## src/rtl/pi1_bist_pkg.sv

```systemverilog
// Shared definitions for the pi1 bus self-test initiator: bus op codes,
// a constant log2 helper and the controller state encoding.
package pi1_bist_pkg;

  localparam logic [1:0] PINOOP = 2'b00;
  localparam logic [1:0] PIWROP = 2'b01;
  localparam logic [1:0] PIRDOP = 2'b10;
  localparam logic [1:0] PIRWOP = 2'b11;

  // Smallest r with 2**r >= v.
  function automatic int unsigned clog2(input int unsigned v);
    int unsigned r;
    r = 0;
    for (int unsigned i = 0; i < 32; i++) begin
      if ((64'd1 << i) < 64'(v)) r = i + 1;
    end
    return r;
  endfunction

  typedef enum logic [1:0] {
    ST_IDLE  = 2'd0,
    ST_ISSUE = 2'd1,
    ST_WAIT  = 2'd2,
    ST_FINI  = 2'd3
  } bist_state_e;

endpackage

```

## src/rtl/pi1_bist.sv

```systemverilog
// pi1 memory-bus self-test initiator: four-phase write/read/compare march
// over the responder address space, reporting pass, first failing word and count.
module pi1_bist
  import pi1_bist_pkg::*;
#(
  parameter int unsigned ARCHBITSZ   = 32,
  parameter logic [ARCHBITSZ-1:0] SEED = ARCHBITSZ'(32'h5A5A_A5A5),
  parameter int unsigned ERRCNTBITSZ = 8,
  parameter bit          HALTONERR   = 1'b0,
  localparam int unsigned ADDRBITSZ  = ARCHBITSZ - clog2(ARCHBITSZ / 8),
  localparam int unsigned SELBITSZ   = ARCHBITSZ / 8
) (
  input  logic                   clk_i,
  input  logic                   rst_i,
  input  logic                   start_i,
  output logic                   busy_o,
  output logic                   done_o,
  output logic                   pass_o,
  output logic [ADDRBITSZ-1:0]   err_addr_o,
  output logic [ERRCNTBITSZ-1:0] err_cnt_o,
  output logic [1:0]             pi1_op_o,
  output logic [ADDRBITSZ-1:0]   pi1_addr_o,
  output logic [ARCHBITSZ-1:0]   pi1_data_o,
  input  logic [ARCHBITSZ-1:0]   pi1_data_i,
  output logic [SELBITSZ-1:0]    pi1_sel_o,
  input  logic                   pi1_rdy_i,
  input  logic [ADDRBITSZ-1:0]   pi1_mapsz_i
);

  bist_state_e            state_q, state_d;
  logic [1:0]             phase_q, phase_d;
  logic [ADDRBITSZ-1:0]   a_q, a_d;
  logic [ADDRBITSZ-1:0]   size_q, size_d;
  logic                   busy_q, busy_d;
  logic                   done_q, done_d;
  logic                   pass_q, pass_d;
  logic [ADDRBITSZ-1:0]   err_addr_q, err_addr_d;
  logic [ERRCNTBITSZ-1:0] err_cnt_q, err_cnt_d;
  logic [1:0]             op_q, op_d;
  logic [ADDRBITSZ-1:0]   addr_q, addr_d;
  logic [ARCHBITSZ-1:0]   data_q, data_d;
  logic [SELBITSZ-1:0]    sel_q, sel_d;

  logic                   last_c;
  logic                   mismatch_c;
  logic [ADDRBITSZ-1:0]   next_a_c;
  logic [1:0]             next_phase_c;

  // Phases 2 and 3 use the inverted pattern.
  function automatic logic [ARCHBITSZ-1:0] pattern(input logic [1:0] ph,
                                                   input logic [ADDRBITSZ-1:0] a);
    return (SEED ^ ARCHBITSZ'(a)) ^ {ARCHBITSZ{ph[1]}};
  endfunction

  // Read phases compare against the data register, which still holds the expected word.
  assign last_c       = (a_q == size_q - ADDRBITSZ'(1));
  assign mismatch_c   = phase_q[0] && (pi1_data_i != data_q);
  assign next_a_c     = last_c ? '0 : a_q + ADDRBITSZ'(1);
  assign next_phase_c = last_c ? phase_q + 2'd1 : phase_q;

  always_comb begin
    state_d    = state_q;
    phase_d    = phase_q;
    a_d        = a_q;
    size_d     = size_q;
    busy_d     = busy_q;
    done_d     = 1'b0;
    pass_d     = pass_q;
    err_addr_d = err_addr_q;
    err_cnt_d  = err_cnt_q;
    op_d       = op_q;
    addr_d     = addr_q;
    data_d     = data_q;
    sel_d      = sel_q;

    case (state_q)
      ST_IDLE: begin
        op_d  = PINOOP;
        sel_d = '0;
        if (start_i) begin
          size_d     = pi1_mapsz_i;
          err_cnt_d  = '0;
          err_addr_d = '0;
          pass_d     = 1'b1;
          phase_d    = 2'd0;
          a_d        = '0;
          if (pi1_mapsz_i == '0) begin
            state_d = ST_FINI;
            done_d  = 1'b1;
            busy_d  = 1'b0;
          end else begin
            state_d = ST_ISSUE;
            busy_d  = 1'b1;
            op_d    = PIWROP;
            addr_d  = '0;
            data_d  = pattern(2'd0, '0);
            sel_d   = '1;
          end
        end
      end

      ST_ISSUE: begin
        if (pi1_rdy_i) begin
          state_d = ST_WAIT;
          op_d    = PINOOP;
        end
      end

      ST_WAIT: begin
        if (pi1_rdy_i) begin
          if (mismatch_c) begin
            pass_d = 1'b0;
            if (err_cnt_q != '1) err_cnt_d = err_cnt_q + ERRCNTBITSZ'(1);
            if (pass_q) err_addr_d = a_q;
          end
          if ((HALTONERR && mismatch_c) || (last_c && phase_q == 2'd3)) begin
            state_d = ST_FINI;
            done_d  = 1'b1;
            busy_d  = 1'b0;
            sel_d   = '0;
          end else begin
            state_d = ST_ISSUE;
            a_d     = next_a_c;
            phase_d = next_phase_c;
            op_d    = next_phase_c[0] ? PIRDOP : PIWROP;
            addr_d  = next_a_c;
            data_d  = pattern(next_phase_c, next_a_c);
            sel_d   = '1;
          end
        end
      end

      ST_FINI: begin
        state_d = ST_IDLE;
      end

      default: state_d = ST_IDLE;
    endcase
  end

  always_ff @(posedge clk_i or negedge rst_i) begin
    if (!rst_i) begin
      state_q    <= ST_IDLE;
      phase_q    <= 2'd0;
      a_q        <= '0;
      size_q     <= '0;
      busy_q     <= 1'b0;
      done_q     <= 1'b0;
      pass_q     <= 1'b0;
      err_addr_q <= '0;
      err_cnt_q  <= '0;
      op_q       <= PINOOP;
      addr_q     <= '0;
      data_q     <= '0;
      sel_q      <= '0;
    end else begin
      state_q    <= state_d;
      phase_q    <= phase_d;
      a_q        <= a_d;
      size_q     <= size_d;
      busy_q     <= busy_d;
      done_q     <= done_d;
      pass_q     <= pass_d;
      err_addr_q <= err_addr_d;
      err_cnt_q  <= err_cnt_d;
      op_q       <= op_d;
      addr_q     <= addr_d;
      data_q     <= data_d;
      sel_q      <= sel_d;
    end
  end

  assign busy_o     = busy_q;
  assign done_o     = done_q;
  assign pass_o     = pass_q;
  assign err_addr_o = err_addr_q;
  assign err_cnt_o  = err_cnt_q;
  assign pi1_op_o   = op_q;
  assign pi1_addr_o = addr_q;
  assign pi1_data_o = data_q;
  assign pi1_sel_o  = sel_q;

endmodule

```

## config.mk

```make
export PLATFORM = sky130hd
export DESIGN_NAME = pi1_bist
export DESIGN_NICKNAME = d
export VERILOG_FILES = /design/src/rtl/pi1_bist_pkg.sv /design/src/rtl/pi1_bist.sv
export SDC_FILE = /design/constraint.sdc
export NUM_CORES = 1
export LEC_CHECK = 0
export BUFFER_PORTS_ARGS = -buffer_cell sky130_fd_sc_hd__buf_2
export CAP_MARGIN = 20
export CORE_ASPECT_RATIO = 0.6
export CORE_MARGIN = 4
export CORE_UTILIZATION = 45
export DETAILED_ROUTE_END_ITERATION = 12
export GPL_TIMING_DRIVEN = 1
export PLACE_DENSITY = 0.67
export SKIP_LAST_GASP = 1
export SLEW_MARGIN = 15
export SYNTH_ARGS = -nofsm -noshare
export SYNTH_HDL_FRONTEND = slang
export SYNTH_SLANG_ARGS = --single-unit
```

## constraint.sdc

```tcl
create_clock -name clk_i -period 9.5 [get_ports clk_i]
set_input_delay 0.475 -clock clk_i [delete_from_list [all_inputs] [get_ports clk_i]]
set_output_delay 0.475 -clock clk_i [all_outputs]
set_load 0.05 [all_outputs]
```

### Word-level counts from Yosys, hierarchy flattened

Cells that the tools add are included.

| storage, ports and cells | value |
|---|---|
| output and inout port bits | 109 |
| bits in registers | 173 |
| word-level logic and storage cells | 110 |
| bits of input ports | 66 |

| operators by class | value |
|---|---|
| eq/ne operators | 16 |
| bitwise operators | 2 |
| add/subtract/negate cells | 4 |
| muxes and demuxes | 59 |
| reductions and logical operators | 16 |

Operators by type and width:

| kind | count |
|---|---|
| two-way mux 30 bit | 9 |
| one-hot mux 30 bit (2 select lines) | 3 |
| two-way mux 32 bit | 4 |
| one-hot mux 32 bit (2 select lines) | 1 |
| two-way mux 8 bit | 4 |
| != test 32 bit | 1 |
| bitwise XOR 31 x 32 -> 32 bit | 1 |
| adder 30 x 1 -> 30 bit, second input constant | 1 |
| == test 30 bit | 1 |
| logical NOT 30 bit | 1 |
| subtractor 30 x 1 -> 30 bit, second input constant | 1 |
| two-way mux 2 bit | 13 |
| != test 2 bit, second input constant | 9 |
| two-way mux 4 bit | 4 |
| inverter 15 -> 16 bit | 1 |
| one-hot mux 8 bit (2 select lines) | 1 |
| AND reduction 4 bit | 4 |
| AND reduction 5 bit | 3 |
| two-way mux 1 bit | 13 |
| adder 8 x 1 -> 8 bit, second input constant | 1 |
| != test 8 bit, second input constant | 1 |
| one-hot mux 2 bit (4 select lines) | 1 |
| one-hot mux 4 bit (2 select lines) | 1 |
| == test 2 bit, second input constant | 3 |
| 11 further kinds | 15 |

### Logic depth before layout (Yosys ltp)

Gate-level depths: netlist of the first run.

| depth | value |
|---|---|
| depth in word-level cells | 8 |
| gate-level depth with buffers | 14 |
| gate-level depth less buffers | 11 |

### Least setup slack after synthesis of the first run

Ideal clock, no wire load.

| timing path | value |
|---|---|
| path type | register to register |
| start point | register size_q[0] |
| end point | register op_q[0], in the netlist pi1_op_o[0] |
| setup time | 125 ps |
| period minus slack after synthesis | 3486 ps |
| data arrival time | 3361 ps |
| buffers on the path | 2 |
| slack | 6014 ps |
| required time | 9375 ps |
| stages on the path, launching flop included | 14 |
| cell sequence | dfrtp_1 > inv_1 > ha_1 > nor3b_2 > nand4_1 > buf_2 > or4_1 > nor4_1 > o22ai_1 > nor4b_4 > buf_6 > xor2_2 > o32ai_1 > mux2_2 |

| between the ends | value |
|---|---|
| word-level cells in the longest chain between the ends | 7 |
| elaborated cells between the ends (all ways) | 10 |
| those cells by class | add/sub: 1; eq/ne: 2; mux: 5; reduce/logical: 2 |

RTL lines:

| element | line | source |
|---|---|---|
| start, declared | pi1_bist.sv:33 | `logic [ADDRBITSZ-1:0] size_q, size_d;` |
| start signal, assigned | pi1_bist.sv:160 | `size_q <= size_d;` |
| subtractor 30 x 1 -> 30 bit (*) | pi1_bist.sv:56 | `assign last_c = (a_q == size_q - ADDRBITSZ'(1));` |
| == test 30 bit (*) | pi1_bist.sv:56 |  |
| two-way mux 2 bit | pi1_bist.sv:59 | `assign next_phase_c = last_c ? phase_q + 2'd1 : phase_q;` |
| two-way mux 2 bit | pi1_bist.sv:125 | `op_d = next_phase_c[0] ? PIRDOP : PIWROP;` |
| two-way mux 2 bit | pi1_bist.sv:116 | `if ((HALTONERR && mismatch_c) \|\| (last_c && phase_q == 2'd3)) begin` |
| two-way mux 2 bit | pi1_bist.sv:110 | `if (pi1_rdy_i) begin` |
| one-hot mux 2 bit (3 select lines) | pi1_bist.sv:76 | `case (state_q)` |
| end signal, assigned | pi1_bist.sv:166 | `op_q <= op_d;` |
| end, declared | pi1_bist.sv:39 | `logic [1:0] op_q, op_d;` |

Mark *: on every way between the ends. The rest lies on a longest branch, timed or not. The select of a mux whose other input is x is not followed.
A chain may end at the register's enable or synchronous reset.

### Final worst setup path of the first run

| timing path | value |
|---|---|
| start point | register size_q[0] |
| end point | register data_q[30], in the netlist pi1_data_o[30] |

| between the ends | value |
|---|---|
| word-level cells in the longest chain between the ends | 7 |
| elaborated cells between the ends (all ways) | 10 |
| those cells by class | add/sub: 1; eq/ne: 2; mux: 4; bitwise: 1; reduce/logical: 2 |

RTL lines:

| element | line | source |
|---|---|---|
| subtractor 30 x 1 -> 30 bit (*) | pi1_bist.sv:56 |  |
| == test 30 bit (*) | pi1_bist.sv:56 |  |
| two-way mux 2 bit | pi1_bist.sv:59 |  |
| bitwise XOR 31 x 32 -> 32 bit | pi1_bist.sv:52 | `return (SEED ^ ARCHBITSZ'(a)) ^ {ARCHBITSZ{ph[1]}};` |
| two-way mux 32 bit | pi1_bist.sv:116 |  |
| two-way mux 32 bit | pi1_bist.sv:110 |  |
| one-hot mux 32 bit (2 select lines) | pi1_bist.sv:76 |  |
| end signal, assigned | pi1_bist.sv:168 | `data_q <= data_d;` |
| end, declared | pi1_bist.sv:41 | `logic [ARCHBITSZ-1:0] data_q, data_d;` |

Marks and branches as above.

==> metrics.md, run 1 <==
| Metric | Value |
|---|---|
| Status | `finished, final reports clean` |
| Die height | `between 100 and 150 um` |
| Hold_buf cts | `0` |
| Largest net degree at the start of global routing | `a little over 80` |
| Antenna violations before repair | `0` |
| Slew headroom | `0.3616` |
| Post-route cell area | `between 10,000 and 15,000 um2` |
| Yosys warns | `0` |
| First-pass GRT wire length | `43,760 um` |
| Area grow syn2layout | `16.50%` |
| All-Layer GR Usage | `0.2337` |
| CTS sink count | `between 150 and 200` |
| Setup CP Type | `reg2reg` |
| PostCTS Resize Cnt | `0` |
| Mean Syn Cell Area | `around 9.5 um2` |
| CP Launch Type | `register` |
| Post-synth EDFFs | `0` |
| Critical Path RT | `a little under 10,000 ps` |
| Cell Area, Placed | `~10,000 um2` |
| Post-Syn Instances | `1,004` |
| DP Worst Slack | `4537 ps` |
| Via density | `5.698` |
| Post-route ant nets | `0` |
| Cts bufs inserted | `17` |
| Synth Flop Type | `dfrtp_1` |
| I/O Pins | `between 150 and 200` |
| Min Hold Slack | `around 78 ps` |
| Worst r2r path cells | `12` |
| Port buffer count | `around 170` |
| Seq/Total Area, Yosys | `0.4449` |
| Iteration-0 DRC Markers | `approximately 560` |
| Dpl hpwl | `20,340 um` |
| Setup Buffers After CTS | `0` |
| Final hold vios | `0` |
| Crit Path Max Fanout | `45` |
| Post-synth top cells | `dfrtp_1, nand2_1, xor2_1, nor2_1, o21ai_0` |
| Net count after synthesis | `1,078` |
| Vias in the first global route | `approximately 7,700` |
| Die width | `slightly below 200 um` |
| Routed vias | `between 8,000 and 9,000` |
| Post-synth cell types | `63` |
| Final period util | `0.5248` |
| Residual DRC | `0` |
| Final min period | `4986 ps` |
| Total gr overflow | `0` |
| Final worst slack | `between 4000 and 5000 ps` |
| Synth top area cells | `dfrtp_1, xor2_1, xnor2_1, mux2_2, nand2_1` |
| Worst Path Arrival | `between 5000 and 6000 ps` |
| Largest area contributor in the netlist | `dfrtp_1` |
| Final #Nets | `approximately 1,200` |
| CTS tree | `built` |
| Setup TNS | `0 ps` |
| Clock Tree Root | `clkbuf_16` |
| Max Cap Viol | `0` |
| Antenna Cells | `0` |
| Most numerous cell in the Yosys netlist | `dfrtp_1` |
| Worst-path clk slew | `roughly 70 ps` |
| LEAKAGE | `a little under 5 nW` |
| Worst min path class | `in2async` |
| GPL Wtd Cong | `approximately 0.89` |
| VDD IR max | `a little under 0.0002 V` |
| Clock skew | `between 10 and 15 ps` |
| DIE AREA | `~24,000 um2` |
| Clk_lat worst skew | `about 440 ps` |
| Final Non-Filler Cells | `~1,400` |
| Initial core utilization | `0.4683` |
| CTS H-Tree Depth | `4` |
| Setup violators final | `0` |
| Fraction of registers with async set/reset | `1.000` |
| Clock Tree Buf Depth | `2` |
| Worst-margin pin slew | `between 900 and 1000 ps` |
| Drt first pass iters | `7` |
| Cells after DPL | `1,385` |
| Highest Clock Rate | `around 200 MHz` |
| Seq cells post-synth | `170` |
| Total Routed Length | `~28,000 um` |
| Power density cells | `approximately 240 nW/um2` |
| Total power | `between 2 and 3 mW` |
| Share of cells above drive strength 1 | `0.2321` |
| WL/cell | `19.40 um` |
| RSZ-0062 raised after global routing | `false` |
| Core Util, Final | `0.5456` |
| Core Area | `around 20,000 um2` |
| Worst Setup End Kind | `register` |
| Mapped cell area | `about 9600 um2` |
| Cell Rows | `40` |
| Final Max Slew Viols | `0` |
| Yosys top cell area share | `0.4449` |
placed cells by master (no fill, tap or decap), types with 4 or more instances in the layout:
master / n
nor4_1: 25
mux2_2: 35
o21a_1: 16
o21ai_1: 14
a21oi_1: 23
bufinv_16: 4
xor2_1: 81
inv_1: 21
or3_1: 16
buf_4: 12
a211o_1: 4
a22o_1: 31
o22ai_1: 5
or4_1: 6
nor2_1: 77
o22a_1: 6
and2_1: 5
nand3_1: 33
dfrtp_1: 170
o21ai_0: 66
a211oi_1: 4
nor3_1: 22
ha_1: 8
o211ai_1: 14
nor2b_1: 5
nor3b_1: 4
and4_1: 5
nand2_1: 96
clkbuf_16: 17
and3_1: 12
nand4_1: 20
buf_2: 173
xnor2_1: 47
a31oi_1: 12
layout make-up:
cell class              instances  area, um2
well taps                     273      341.6
fillers                      1852       9279
repair buffers                187      972.2
clock inverters                14      193.9
inverters                      21      78.83
clock buffers                  18      439.2
multi-input cells             736       4861
flip-flops and latches        170       4254
worst paths after layout:
path,slack [ps],to,startpoint
worst max-delay path,4510,pi1_data_o[30],size_q[0]
worst min-delay path,80,err_addr_o[6],rst_i
worst max register to register,4510,pi1_data_o[30],size_q[0]
worst min register to register,480,pi1_addr_o[8],pi1_addr_o[8]
max in group asynchronous,8300,a_q[12],rst_i
min in group clk_i,280,size_q[22],pi1_mapsz_i[22]
routing by layer:
| metal | GRT usage | up-vias | part of all wire | routed length, um |
|---|---|---|---|---|
| met3 | 0.05272 | 17 | 0.062 | 1708 |
| met2 | 0.3163 | 245 | 0.41 | 11340 |
| met1 | 0.3797 | 4012 | 0.52 | 14280 |
| met5 | 0 | - | 0 | 0 |
| met4 | 0.04185 | 0 | 0.0076 | 209 |
| li1 | - | 3811 | - | - |
power by group:
group / total, mW / switching, mW / leakage (nW) / internal, mW
registers: 0.974 / 0.152 / 2.21 / 0.822
logic: 0.971 / 0.647 / 2.44 / 0.325
clock network: 0.762 / 0.313 / 0.307 / 0.449
critical path: stages, from the launching register on:
cell     delay, ps
dfrtp_1        430
inv_1           80
ha_1           170
nor3b_2        520
nand4_1        520
or4_1          640
nor4_1         280
o22ai_1        180
nor4b_4        300
buf_4          470
and2_1         790
o21ai_1        180
mux2_2         290
registers in the layout, indices dropped and copies added, names as in the netlist:
register,flops
err_addr_o,30
pi1_sel_o,1
a_q,30
done_o,1
busy_o,1
pi1_addr_o,30
pass_o,1
size_q,30
state_q,2
pi1_data_o,32
phase_q,2
pi1_op_o,2
err_cnt_o,8
logic make-up (layout without fill, tap and decap cells):
logic type | Yosys count | in the layout | synth area share
buffers and inverters | 98 | 240 | 0.04802
muxes | 37 | 37 | 0.04331
AOI/OAI and AO/OA | 216 | 216 | 0.1484
adders and majority gates | 8 | 8 | 0.01047
DFF | 170 | 170 | 0.4449
and+or+nand+nor | 346 | 346 | 0.1861
xor gates and xnor gates | 129 | 129 | 0.1189
No activity file was read; power rests on OpenSTA's default activity.
==> run 2: changes to the inputs <==
- clock period: 9.5 -> 5 ns (I/O delays scaled with it)
==> run 2 against run 1 <==
Fmax rose by 13%; die area stayed put; non-clock buffer count increased by 17; sequential share of layout area decreased by 0.26 points; via count rose by 1.9%; first-iteration DRC count grew 13%; clock-buffer cell count up 4.
==> metrics.md, run 2 (synthesized netlist as in run 1, its figures left out) <==
| Metric | Value |
|---|---|
| Cell Rows | `40` |
| VDD IR max | `between 0.0003 and 0.0004 V` |
| Antenna violations before repair | `0` |
| Status | `finished, final reports clean` |
| Max Cap Viol | `0` |
| Worst min path class | `in2reg` |
| WL/cell | `about 20 um` |
| Setup TNS | `0 ps` |
| Iteration-0 DRC Markers | `637` |
| Worst Setup End Kind | `register` |
| Area grow syn2layout | `17.31%` |
| Clock Tree Buf Depth | `2` |
| Final worst slack | `approximately 590 ps` |
| Via density | `around 5.7` |
| RSZ-0062 raised after global routing | `false` |
| Port buffer count | `174` |
| DIE AREA | `23,720 um2` |
| Commonest non-fill, non-tap cell in the layout | `buf_2` |
| Critical Path RT | `roughly 5300 ps` |
| Worst Path Arrival | `~4700 ps` |
| Cts bufs inserted | `17` |
| Total gr overflow | `0` |
| CTS tree | `built` |
| Slew headroom | `0.2555` |
| Dpl hpwl | `roughly 21,000 um` |
| Routed vias | `8,235` |
| Most frequent cells in the layout | `buf_2, dfrtp_1, nand2_1, xor2_1, nor2_1` |
| Clock skew | `7.882 ps` |
| Core Area | `about 20,000 um2` |
| Worst-margin pin slew | `1113 ps` |
| Initial core utilization | `0.4683` |
| Antenna Cells | `0` |
| Power density cells | `between 400 and 500 nW/um2` |
| Share of cells above drive strength 1 | `0.2390` |
| Final period util | `0.8820` |
| # fillers | `1,865` |
| Vias in the first global route | `between 7,000 and 8,000` |
| CP Launch Type | `register` |
| CTS sink count | `170` |
| Total Routed Length | `around 28,000 um` |
| Final hold vios | `0` |
| Die height | `120.9 um` |
| Setup CP Type | `reg2reg` |
| Final min period | `approximately 4400 ps` |
| Clk_lat worst skew | `roughly 430 ps` |
| Clock Tree Root | `clkbuf_16` |
| GPL Wtd Cong | `slightly above 0.9` |
| Drt first pass iters | `4` |
| Die width | `roughly 200 um` |
| Worst-path clk slew | `about 70 ps` |
| First-pass GRT wire length | `44,350 um` |
| Highest Clock Rate | `approximately 230 MHz` |
| Final Max Slew Viols | `0` |
| Residual DRC | `0` |
| Max FFs per register | `32` |
| Setup violators final | `0` |
| CTS H-Tree Depth | `4` |
| DP Worst Slack | `between 400 and 500 ps` |
| Crit Path Max Fanout | `26` |
| Post-route ant nets | `0` |
| Final #Nets | `around 1,200` |
| Largest net degree at the start of global routing | `86` |
| LEAKAGE | `about 5 nW` |
| All-Layer GR Usage | `0.2368` |
| I/O Pins | `approximately 180` |
-- run 2: path summary, 6_finish.rpt --
| check | slack (ps) | startpoint | cells after the start | endpoint |
|---|---|---|---|---|
| worst max-delay path | 590 | size_q[0] | 15 | pi1_data_o[30] |
| worst min-delay path | 60 | pi1_mapsz_i[12] | 2 | size_q[12] |
| worst max register to register | 590 | size_q[0] | 15 | pi1_data_o[30] |
| worst min register to register | 480 | pi1_addr_o[29] | 2 | pi1_addr_o[29] |
| max in group asynchronous | 3450 | rst_i | 3 | pi1_data_o[26] |
| min in group asynchronous | 450 | rst_i | 2 | err_addr_o[6] |
-- run 2: final cells by class --
cell class | instances | area, um2 | area share
Multi-Input combinational cell | 736 | 4861 | 0.4333
Sequential cell | 170 | 4254 | 0.3792
Clock inverter | 10 | 95.09 | 0.008476
Timing Repair Buffer | 204 | 1134 | 0.1010
Inverter | 21 | 78.83 | 0.007027
Tap cell | 273 | 341.6 | 0.03045
Clock buffer | 22 | 454.2 | 0.04049
-- run 2: worst max-delay path, stage by stage, from the launching register on --
cell and delay (ps):
dfrtp_1 440, inv_1 80, ha_1 170, nor3b_2 490
nand4_1 180, buf_4 210, buf_4 150, or4_1 470
a211oi_1 260, o22ai_1 180, nor4b_4 560, buf_4 280
and2_1 140, buf_4 270, o21ai_1 130, mux2_2 280
-- run 2: repair_timing --
| item | in CTS | in global routing |
|---|---|---|
| hold endpoints to repair | 83 | 0 |
| endpoints found under the setup margin | 0 | 8 |
| setup buffers | 0 | 4 |
| resized for setup | 0 | 0 |
| hold buffers | 1 | 0 |
-- run 2: stage by stage --
step / utilization / instance area, um2 / instances / power, mW / hold slack [ps]
finish: 0.5494 / 11220 / 1436 / 5.093 / 63.22
global route: 0.5494 / 11220 / 1436 / 5.364 / 57.96
CTS: 0.5474 / 11180 / 1431 / 5.085 / 35.70
detailed placement: 0.5200 / 10620 / 1398 / 3.804 / 364.9
global placement: 0.5200 / 10620 / 1398 / 3.759 / 354.7
floorplan: - / 9563 / 1004 / 3.252 / -45.59
-- run 2: layer usage --
layer  GRT usage  vias up  part of all wire
li1            -     3847                 -
met1      0.3864     4101              0.51
met2      0.3137      269              0.42
met3     0.05355       18             0.069
met4     0.05057        0            0.0085
met5           0        -                 0
-- run 2: power by group --
part	internal [mW]	total, mW	switching, mW
clock	0.699	1.27	0.570
sequential	1.56	1.86	0.296
combinational	0.699	1.96	1.26
total	2.96	5.09	2.13
